## src/rtl/spi_regfile_slave.sv

```systemverilog
// Oversampled SPI slave with a small register file: LED port, PWM duty channels,
// chip ID and sticky status. Every SPI pin is synchronised into CLK; there is no SCLK-domain logic.
module spi_regfile_slave #(
   parameter int          LED_W       = 4,
   parameter int          NUM_PWM     = 2,
   parameter int          LSB_FIRST   = 1,
   parameter logic [7:0]  CHIP_ID     = 8'h71,
   parameter logic [7:0]  CMD_WR_LED  = 8'h01,
   parameter logic [7:0]  CMD_RD_LED  = 8'h02,
   parameter logic [7:0]  CMD_WR_PWM  = 8'h04,
   parameter logic [7:0]  CMD_RD_PWM  = 8'h05,
   parameter logic [7:0]  CMD_RD_ID   = 8'h06,
   parameter logic [7:0]  CMD_RD_STAT = 8'h07
) (
   input  logic                 CLK,
   input  logic                 NRST,
   input  logic                 SPI_SCLK,
   input  logic                 SPI_MOSI,
   input  logic                 SPI_SS,
   output logic                 SPI_MISO,
   output logic                 MISO_OE,
   output logic [LED_W-1:0]     LEDPORT,
   output logic [8*NUM_PWM-1:0] PWMPORT,
   output logic                 WR_STB,
   output logic [1:0]           fsm_state
);

   typedef enum logic [1:0] {IDLE = 2'd0, CMD = 2'd1, DATA = 2'd2, DISCARD = 2'd3} state_t;
   localparam int IW = (NUM_PWM > 1) ? $clog2(NUM_PWM) : 1;

   state_t           state_q, state_d;
   logic [1:0]       sclk_sync, ss_sync, mosi_sync;
   logic             sclk_d, ss_d;
   logic [1:0]       prime_q;
   logic             armed_q;
   logic [2:0]       bit_cnt;
   logic [6:0]       rx_sr;
   logic [7:0]       tx_sr, tx_val, cmd_q, cmd_sel, rx_byte;
   logic             miso_q, wr_stb_q, err_q, ovr_q;
   logic [LED_W-1:0] led_q;
   logic [7:0]       pwm_q [NUM_PWM];
   logic [IW-1:0]    idx_q, idx_next;

   logic sclk_s, ss_s, mosi_s, ss_low;
   logic sclk_rise, sclk_fall, ss_rise, ss_fall;
   logic active, bit_tick, byte_done, tx_load;
   logic wr_led, wr_pwm, rd_pwm, rd_stat, cmd_ok;

   function automatic logic cmd_known(input logic [7:0] c);
      return (c == CMD_WR_LED) || (c == CMD_RD_LED) || (c == CMD_WR_PWM) ||
             (c == CMD_RD_PWM) || (c == CMD_RD_ID)  || (c == CMD_RD_STAT);
   endfunction

   assign sclk_s    = sclk_sync[1];
   assign ss_s      = ss_sync[1];
   assign mosi_s    = mosi_sync[1];
   assign ss_low    = ~ss_s;
   assign sclk_rise = sclk_s & ~sclk_d;
   assign sclk_fall = ~sclk_s & sclk_d;
   assign ss_rise   = ss_s & ~ss_d;
   // The reset value of the SS synchroniser is not a real sample, so a frame
   // only starts after SS has genuinely been seen high since reset.
   assign ss_fall   = armed_q & ss_low & ss_d;

   assign active    = (state_q != IDLE);
   assign bit_tick  = sclk_rise & ss_low & active;
   assign byte_done = bit_tick & (bit_cnt == 3'd7);
   assign rx_byte   = (LSB_FIRST != 0) ? {mosi_s, rx_sr} : {rx_sr, mosi_s};
   assign cmd_ok    = cmd_known(rx_byte);
   assign cmd_sel   = (state_q == CMD) ? rx_byte : cmd_q;
   assign tx_load   = byte_done & (((state_q == CMD) & cmd_ok) | (state_q == DATA));
   assign wr_led    = byte_done & (state_q == DATA) & (cmd_q == CMD_WR_LED);
   assign wr_pwm    = byte_done & (state_q == DATA) & (cmd_q == CMD_WR_PWM);
   assign rd_pwm    = tx_load & (cmd_sel == CMD_RD_PWM);
   assign rd_stat   = tx_load & (cmd_sel == CMD_RD_STAT);
   assign idx_next  = (idx_q == IW'(NUM_PWM - 1)) ? '0 : idx_q + 1'b1;

   always_comb begin
      tx_val = '0;
      if (cmd_sel == CMD_RD_ID)        tx_val = CHIP_ID;
      else if (cmd_sel == CMD_RD_LED)  tx_val[LED_W-1:0] = led_q;
      else if (cmd_sel == CMD_RD_PWM)  tx_val = pwm_q[idx_q];
      else if (cmd_sel == CMD_RD_STAT) tx_val = {6'b0, ovr_q, err_q};
   end

   always_comb begin
      state_d = state_q;
      if (ss_rise) begin
         state_d = IDLE;
      end else begin
         case (state_q)
            IDLE:    if (ss_fall) state_d = CMD;
            CMD:     if (byte_done) state_d = cmd_ok ? DATA : DISCARD;
            default: state_d = state_q;
         endcase
      end
   end

   always_ff @(posedge CLK or negedge NRST) begin
      if (!NRST) state_q <= IDLE;
      else       state_q <= state_d;
   end

   always_ff @(posedge CLK or negedge NRST) begin
      if (!NRST) begin
         sclk_sync <= 2'b00;
         ss_sync   <= 2'b11;
         mosi_sync <= 2'b00;
         sclk_d    <= 1'b0;
         ss_d      <= 1'b1;
         prime_q   <= 2'b00;
         armed_q   <= 1'b0;
         bit_cnt   <= '0;
         rx_sr     <= '0;
         tx_sr     <= '0;
         cmd_q     <= '0;
         miso_q    <= 1'b0;
         idx_q     <= '0;
         wr_stb_q  <= 1'b0;
         led_q     <= '0;
         err_q     <= 1'b0;
         ovr_q     <= 1'b0;
         for (int i = 0; i < NUM_PWM; i++) pwm_q[i] <= '0;
      end else begin
         sclk_sync <= {sclk_sync[0], SPI_SCLK};
         ss_sync   <= {ss_sync[0], SPI_SS};
         mosi_sync <= {mosi_sync[0], SPI_MOSI};
         sclk_d    <= sclk_s;
         ss_d      <= ss_s;
         prime_q   <= {prime_q[0], 1'b1};
         armed_q   <= armed_q | (prime_q[1] & ss_s);
         wr_stb_q  <= wr_led | wr_pwm;
         if (state_q == IDLE && ss_fall) begin
            bit_cnt <= '0;
            idx_q   <= '0;
            tx_sr   <= '0;
            miso_q  <= 1'b0;
         end else begin
            if (bit_tick) begin
               bit_cnt <= bit_cnt + 1'b1;
               rx_sr   <= (LSB_FIRST != 0) ? rx_byte[7:1] : rx_byte[6:0];
            end
            if (state_q == CMD && byte_done) cmd_q <= rx_byte;
            if (tx_load) begin
               tx_sr <= tx_val;
            end else if (sclk_fall && ss_low && active) begin
               miso_q <= (LSB_FIRST != 0) ? tx_sr[0] : tx_sr[7];
               tx_sr  <= (LSB_FIRST != 0) ? {1'b0, tx_sr[7:1]} : {tx_sr[6:0], 1'b0};
            end
            if (wr_pwm || rd_pwm) idx_q <= idx_next;
         end
         if (wr_led) led_q <= rx_byte[LED_W-1:0];
         if (wr_pwm) pwm_q[idx_q] <= rx_byte;
         // Status bits are cleared only after their old value has been loaded for transmit.
         if (state_q == CMD && byte_done && !cmd_ok) err_q <= 1'b1;
         else if (rd_stat)                           err_q <= 1'b0;
         if (sclk_rise && ss_rise) ovr_q <= 1'b1;
         else if (rd_stat)         ovr_q <= 1'b0;
      end
   end

   always_comb begin
      PWMPORT = '0;
      for (int i = 0; i < NUM_PWM; i++) PWMPORT[8*i +: 8] = pwm_q[i];
   end

   assign SPI_MISO  = miso_q & (state_q == DATA);
   assign MISO_OE   = ss_low;
   assign LEDPORT   = led_q;
   assign WR_STB    = wr_stb_q;
   assign fsm_state = state_q;

endmodule

```

## config.mk

```make
export PLATFORM = sky130hd
export DESIGN_NAME = spi_regfile_slave
export DESIGN_NICKNAME = d
export VERILOG_FILES = /design/src/rtl/spi_regfile_slave.sv
export SDC_FILE = /design/constraint.sdc
export NUM_CORES = 1
export LEC_CHECK = 0
export ABC_CLOCK_PERIOD_IN_PS = 4600
export CAP_MARGIN = 0
export CORE_ASPECT_RATIO = 0.9
export CORE_UTILIZATION = 35
export DETAILED_ROUTE_END_ITERATION = 8
export PLACE_DENSITY = 0.5
export SLEW_MARGIN = 20
export SYNTH_ARGS = -nofsm -noshare
export SYNTH_HDL_FRONTEND = slang
export SYNTH_SLANG_ARGS = --single-unit
export TNS_END_PERCENT = 100
```

## constraint.sdc

```tcl
create_clock -name CLK -period 4.6 [get_ports CLK]
set_clock_uncertainty 0.1 [all_clocks]
set_input_delay 0.92 -clock CLK [delete_from_list [all_inputs] [get_ports CLK]]
set_output_delay 0.92 -clock CLK [all_outputs]
set_load 0.03 [all_outputs]
```

==> results of run 1 <==
critical path: cells and delay by family, from the launching register on:
| kind | cells | cell delay, ns |
|---|---|---|
| buf+inv | 1 | 0.66 |
| flops | 1 | 0.45 |
| simple gates | 2 | 0.42 |
final timing paths:
path,startpoint,endpoint,slack [ns]
max,fsm_state[0],SPI_MISO,1.72
min,sclk_sync[0],sclk_sync[1],0.25
min reg2reg,sclk_sync[0],sclk_sync[1],0.25
max in group asynchronous,NRST,prime_q[0],3.00
max reg2reg,cmd_q[4],PWMPORT[2],2.23
min in group asynchronous,NRST,PWMPORT[7],0.50
cells by family (layout without fill, tap and decap cells):
group / count (synthesis) / count (layout) / share of synthesized area
and+or+nand+nor: 70 / 70 / 0.137
DFF: 64 / 64 / 0.557
AOI/OAI and AO/OA: 52 / 52 / 0.127
muxes: 38 / 38 / 0.143
buffers and inverters: 13 / 54 / 0.0226
adders and majority gates: 2 / 2 / 0.00869
other: 1 / 1 / 0.00130
xor gates and xnor gates: 1 / 1 / 0.00304
cells in the final DEF, fill, tap and decap left out, drive strengths merged, types with 2 or more instances in the layout:
cell	instances
a22o	4
o21a	5
ha	2
clkdlybuf4s50	28
nand3	4
a32oi	6
nand2	31
or2	2
clkinvlp	2
nand2b	2
dfstp	3
buf	3
and4	3
and3	2
nor4	2
inv	7
a21oi	3
o31ai	3
dfrtp	61
mux2i	13
o2111ai	2
and4bb	2
and2b	2
o21ai	19
mux2	25
o211ai	3
nand4	2
bufinv	2
nor2	10
nor3	3
clkinv	2
clkbuf	10
power breakdown:
group	internal, µW	switching [µW]	total [µW]
combinational	41.7	56.2	97.9
sequential	585	35.0	620
clock	321	224	545
total	948	315	1260
area by class of cell:
type | count | area share
clock buffers | 10 | 0.0393
clock inverters | 6 | 0.0264
inverters | 7 | 0.00750
multi-input cells | 164 | 0.347
flip-flops and latches | 64 | 0.458
well taps | 99 | 0.0354
repair buffers | 31 | 0.0857
registers in the layout (all words and copies together) (netlist names), 2 cells and up:
register,cells
cmd_q,8
rx_sr,7
LEDPORT,4
prime_q,2
fsm_state,2
sclk_sync,2
mosi_sync,2
bit_cnt,3
tx_sr,8
PWMPORT,16
ss_sync,2
metal layers:
layer | GRT usage | vias to the layer above | routed length (µm)
li1 | - | 956 | -
met1 | 0.239 | 979 | 3310
met2 | 0.240 | 37 | 2830
met3 | 0.0503 | 6 | 314
met4 | 0.0537 | 0 | 60
met5 | 0 | - | 0
per-stage QoR:
step,hold WS [ns],setup slack (ns),power [µW],util,std cells
2_1_floorplan,0.231,2.47,686,-,241
3_3_place_gp,0.233,2.09,732,0.408,365
3_5_place_dp,0.236,2.07,732,0.408,365
4_1_cts,0.252,1.69,1280,0.436,381
5_1_grt,0.262,1.62,1320,0.436,381
6_report,0.249,1.72,1260,0.436,381
==> results.sh, run 1 <==
export IMPL_slowest_stage="clkdlybuf4s50_1"
export IMPL_rr_worst_depth=5
export IMPL_hold_class="reg -> reg"
export IMPL_fp_dieW_um=97.6
export IMPL_pwr_density_cell_nw_per_um2=361
export IMPL_initial_utilization=0.359
export IMPL_yosys_area_top_type="dfrtp_1"
export IMPL_final_hold_violation_count=0
export IMPL_synth_avg_cell_area_um2=12.0
export IMPL_synth_seq_cells=64
export IMPL_yosysMostFrequentCell="dfrtp_1"
export IMPL_fp_coreArea_um2=8030
export IMPL_post_cts_buffers=0
export IMPL_final_nets=284
export IMPL_multiInputGateArea_um2=1220
export IMPL_io_buffers=29
export IMPL_seqCellArea_um2=1610
export IMPL_max_clock_freq_mhz=347
export IMPL_post_route_cell_area_um2=3500
export IMPL_via_per_inst=5.19
export IMPL_violations="DRC"
export IMPL_cts_buffer_depth=2
export IMPL_slew_viol_final=0
export IMPL_endpoint_kind="primary output"
export IMPL_drive_above_1_share=0.227
export IMPL_status="finished with violations"
export IMPL_worstMarginPinSlew_ns=0.675
export IMPL_synth_main_ff_cell="dfrtp_1"
export IMPL_dpl_hpwl_um=4660
export IMPL_h_tree_depth=3
export IMPL_synth_fp_nets=248
export IMPL_pin_count=30
export IMPL_vdd_ir_drop_worst_uv=182
export IMPL_cts_hold_buffers=0
export IMPL_synth_edf_count=0
export IMPL_routabilityCongestion=0.768
export IMPL_crit_chain="and2b_2 > and2_1 > clkdlybuf4s50_1"
export IMPL_synth_top_area_share=0.530
export IMPL_crit_type="reg -> out"
export IMPL_grt_pass1_vias=1916
export IMPL_clk_insertion_delay_late_ns=0.35
export IMPL_routed_wirelength_um=6520
export IMPL_die_h_um=88.1
export IMPL_grt_total_usage=0.167
export IMPL_wire_per_inst_um=17.1
export IMPL_slew_headroom=0.550
export IMPL_yosysWarningCount=0
export IMPL_max_cap_violations=0
export IMPL_finalCritPeriodShare=0.626
export IMPL_synth_top_cells_by_count="dfrtp_1, nand2_1, mux2_2, o21ai_0, mux2i_1"
export IMPL_clk_pin_slew_ns=0.07
export IMPL_std_cell_rows=31
export IMPL_cts_sinks=64
export IMPL_grt_antenna_before_repair=0
export IMPL_layout_min_cycle_time_ns=2.88
export IMPL_post_dp_cell_area_um2=3270
export IMPL_synth_distinct_cells=52
export IMPL_grt_max_degree=37
export IMPL_nFillCells=797
export IMPL_drc=2
export IMPL_cts_made_buffers=9
export IMPL_critPathRequiredTime_ns=3.58
export IMPL_finalSetupViolCount=0
export IMPL_cts_root_buf="clkbuf_8"
export IMPL_synthTopCellsByArea="dfrtp_1, mux2_2, mux2i_1"
export IMPL_ys_seq_area_frac=0.557
export IMPL_detail_route_antenna_nets=0
export IMPL_cts_repair_resized=0
export IMPL_whs_path_depth=0
export IMPL_crit_path_max_incr_delay_ns=0.66
export IMPL_die_area_um2=8600
export IMPL_worst_path_max_fanout=8
export IMPL_synthesis_area_um2=2880
export IMPL_synth_cells=241
export IMPL_drtPass1Iterations=6
export IMPL_critPathLaunchType="register"
export IMPL_area_delta_synth_final_pct=21.6
export IMPL_cts_tree="built"
export IMPL_async_flop_share=1.00
export IMPL_leakage_uw=0.00150
export IMPL_via_count=1978
export IMPL_critPathArrivalTime_ns=1.86
export IMPL_drtIter0Drc=61
export IMPL_tns_ns=0
export IMPL_grt_pass1_wl_um=10600
export IMPL_rsz0062_at_grt="false"
export IMPL_grt_overflow=0
export IMPL_antenna_cells=0
Note: power is estimated with default switching activity, not from simulation.
==> run 2: changes to the inputs <==
ABC_CLOCK_PERIOD_IN_PS = 3000   (was 4600)
clock period = 3 ns   (was 4.6 ns; I/O delays follow)
==> run 2 against run 1 <==
Against the previous run: the run still ends with DRC left; critical path depth stayed put; count of clock-buffer cells in the layout is 1 lower; final area is 0.21% lower; largest power group unchanged; critical endpoint unchanged; largest cell class unchanged; critical path type unchanged; die area stayed put; utilization is 0.093 points lower.
==> results.sh, run 2 (same netlist as run 1, synthesis figures left out) <==
export IMPL_switching_share=0.269
export IMPL_final_common_cell="dfrtp_1"
export IMPL_p_switching_uw=496
export IMPL_multiInputGateArea_um2=1220
export IMPL_h_tree_depth=3
export IMPL_cts_buffer_depth=2
export IMPL_pwr_density_cell_nw_per_um2=527
export IMPL_area_delta_synth_final_pct=21.3
export IMPL_cts_tree="built"
export IMPL_max_clock_freq_mhz=382
export IMPL_crit_path_max_incr_delay_ns=0.66
export IMPL_wire_per_inst_um=17.3
export IMPL_cts_repair_resized=0
export IMPL_io_buffers=29
export IMPL_mostFrequentLayoutCells="dfrtp_1, nand2_1, clkdlybuf4s50_1, mux2_2, o21ai_0"
export IMPL_grt_total_usage=0.170
export IMPL_slowest_stage="clkdlybuf4s50_1"
export IMPL_grt_max_degree=45
export IMPL_cts_root_buf="clkbuf_8"
export IMPL_final_nets=286
export IMPL_routabilityCongestion=0.831
export IMPL_clk_pin_slew_ns=0.07
export IMPL_critPathArrivalTime_ns=1.92
export IMPL_seqCellArea_um2=1610
export IMPL_antenna_cells=0
export IMPL_grt_overflow=0
export IMPL_finalNonFillerCells=383
export IMPL_largest_reg_flops=16
export IMPL_slew_viol_final=0
export IMPL_critPathRequiredTime_ns=2.30
export IMPL_p_comb_frac=0.085
export IMPL_pin_count=30
export IMPL_slew_headroom=0.555
export IMPL_clk_insertion_delay_late_ns=0.35
export IMPL_detail_route_antenna_nets=0
export IMPL_crit_family="buffers and inverters"
export IMPL_crit_type="reg -> out"
export IMPL_internal_power_uw=1350
export IMPL_cts_hold_buffers=0
export IMPL_final_hold_violation_count=0
export IMPL_cts_made_buffers=9
export IMPL_nFillCells=776
export IMPL_worstMarginPinSlew_ns=0.668
export IMPL_fp_coreArea_um2=8030
export IMPL_power_share_clock=0.396
export IMPL_violations="DRC"
export IMPL_finalSetupViolCount=0
export IMPL_drc=2
export IMPL_grt_antenna_before_repair=0
export IMPL_critPathLaunchType="register"
export IMPL_dpl_hpwl_um=4820
export IMPL_fp_dieW_um=97.6
export IMPL_tns_ns=0
export IMPL_drtPass1Iterations=6
export IMPL_hold_class="in -> async"
export IMPL_initial_utilization=0.359
export IMPL_vdd_ir_drop_worst_uv=274
export IMPL_die_h_um=88.1
export IMPL_drtIter0Drc=122
export IMPL_via_per_inst=5.21
export IMPL_fin_util=0.435
export IMPL_cts_sinks=64
export IMPL_rsz0062_at_grt="false"
export IMPL_die_area_um2=8600
export IMPL_post_cts_buffers=0
export IMPL_via_count=1995
export IMPL_finalPower_uw=1840
export IMPL_max_cap_violations=0
export IMPL_placed_cells=367
export IMPL_endpoint_kind="primary output"
export IMPL_std_cell_rows=31
export IMPL_grt_pass1_vias=1933
export IMPL_routed_wirelength_um=6640
export IMPL_crit_buf_inv=1
export IMPL_leakage_uw=0.00150
export IMPL_crit_chain="and2b_2 > and2_1 > clkdlybuf4s50_1"
export IMPL_seqPwrFrac=0.518
export IMPL_worst_path_max_fanout=8
export IMPL_worst_hold_slack_ns=0.105
export IMPL_layout_min_cycle_time_ns=2.62
export IMPL_grt_pass1_wl_um=10800
export IMPL_drive_above_1_share=0.232
export IMPL_finalCritPeriodShare=0.872
export IMPL_status="finished with violations"
==> run 2: cell count changes in the layout (fill, tap and decap cells not counted) <==
| cell | change |
|---|---|
| buf_12 | +1 |
| buf_4 | +1 |
| bufinv_16 | -1 |
| clkbuf_8 | -1 |
| clkinv_2 | +2 |
| clkinv_4 | -2 |
| clkinvlp_4 | +1 |
| inv_6 | +1 |
==> run 2: layout make-up <==
cell class / instances / share of cell area
Timing Repair Buffer: 33 / 0.0938
Inverter: 7 / 0.00752
Sequential cell: 64 / 0.459
Tap cell: 99 / 0.0354
Clock buffer: 9 / 0.0354
Clock inverter: 7 / 0.0204
Multi-Input combinational cell: 164 / 0.348
==> run 2: routing by layer <==
| layer | global-route usage | vias to the layer above | wire (µm) |
|---|---|---|---|
| li1 | - | 965 | - |
| met1 | 0.246 | 994 | 3420 |
| met2 | 0.247 | 29 | 2930 |
| met3 | 0.0535 | 7 | 218 |
| met4 | 0.0413 | 0 | 68 |
| met5 | 0 | - | 0 |
==> run 2: path summary, 6_finish.rpt <==
| path | start | endpoint | slack [ns] | depth (start not counted) |
|---|---|---|---|---|
| setup / recovery | fsm_state[0] | SPI_MISO | 0.38 | 3 |
| hold / removal | NRST | tx_sr[6] | 0.11 | 1 |
| setup reg to reg | bit_cnt[0] | PWMPORT[2] | 0.70 | 7 |
| hold reg to reg | prime_q[0] | prime_q[1] | 0.25 | 0 |
| max in group asynchronous | NRST | rx_sr[6] | 2.09 | 2 |
| min in group CLK | prime_q[0] | prime_q[1] | 0.25 | 0 |
==> run 2: metrics by stage <==
step                      instance area, µm²  worst slack [ns]
final                                   3490             0.384
after global routing                    3490             0.306
after CTS                               3490             0.365
after detailed placement                3300             0.697
after global placement                  3300             0.723
after floorplan                         2880             0.917
==> run 2: power by group through the flow <==
stage          registers, µW  logic [µW]  clock network, µW
2_1_floorplan            949         103                  0
3_3_place_gp             973         156                  0
3_5_place_dp             972         157                  0
4_1_cts                  956         157                753
5_1_grt                  962         174                797
6_report                 955         157                730
==> run 3: changes to the inputs <==
CAP_MARGIN = 20   (was 0)
==> results of run 3 <==
The final DEF is identical to that of run 2; final timing and power are the same.
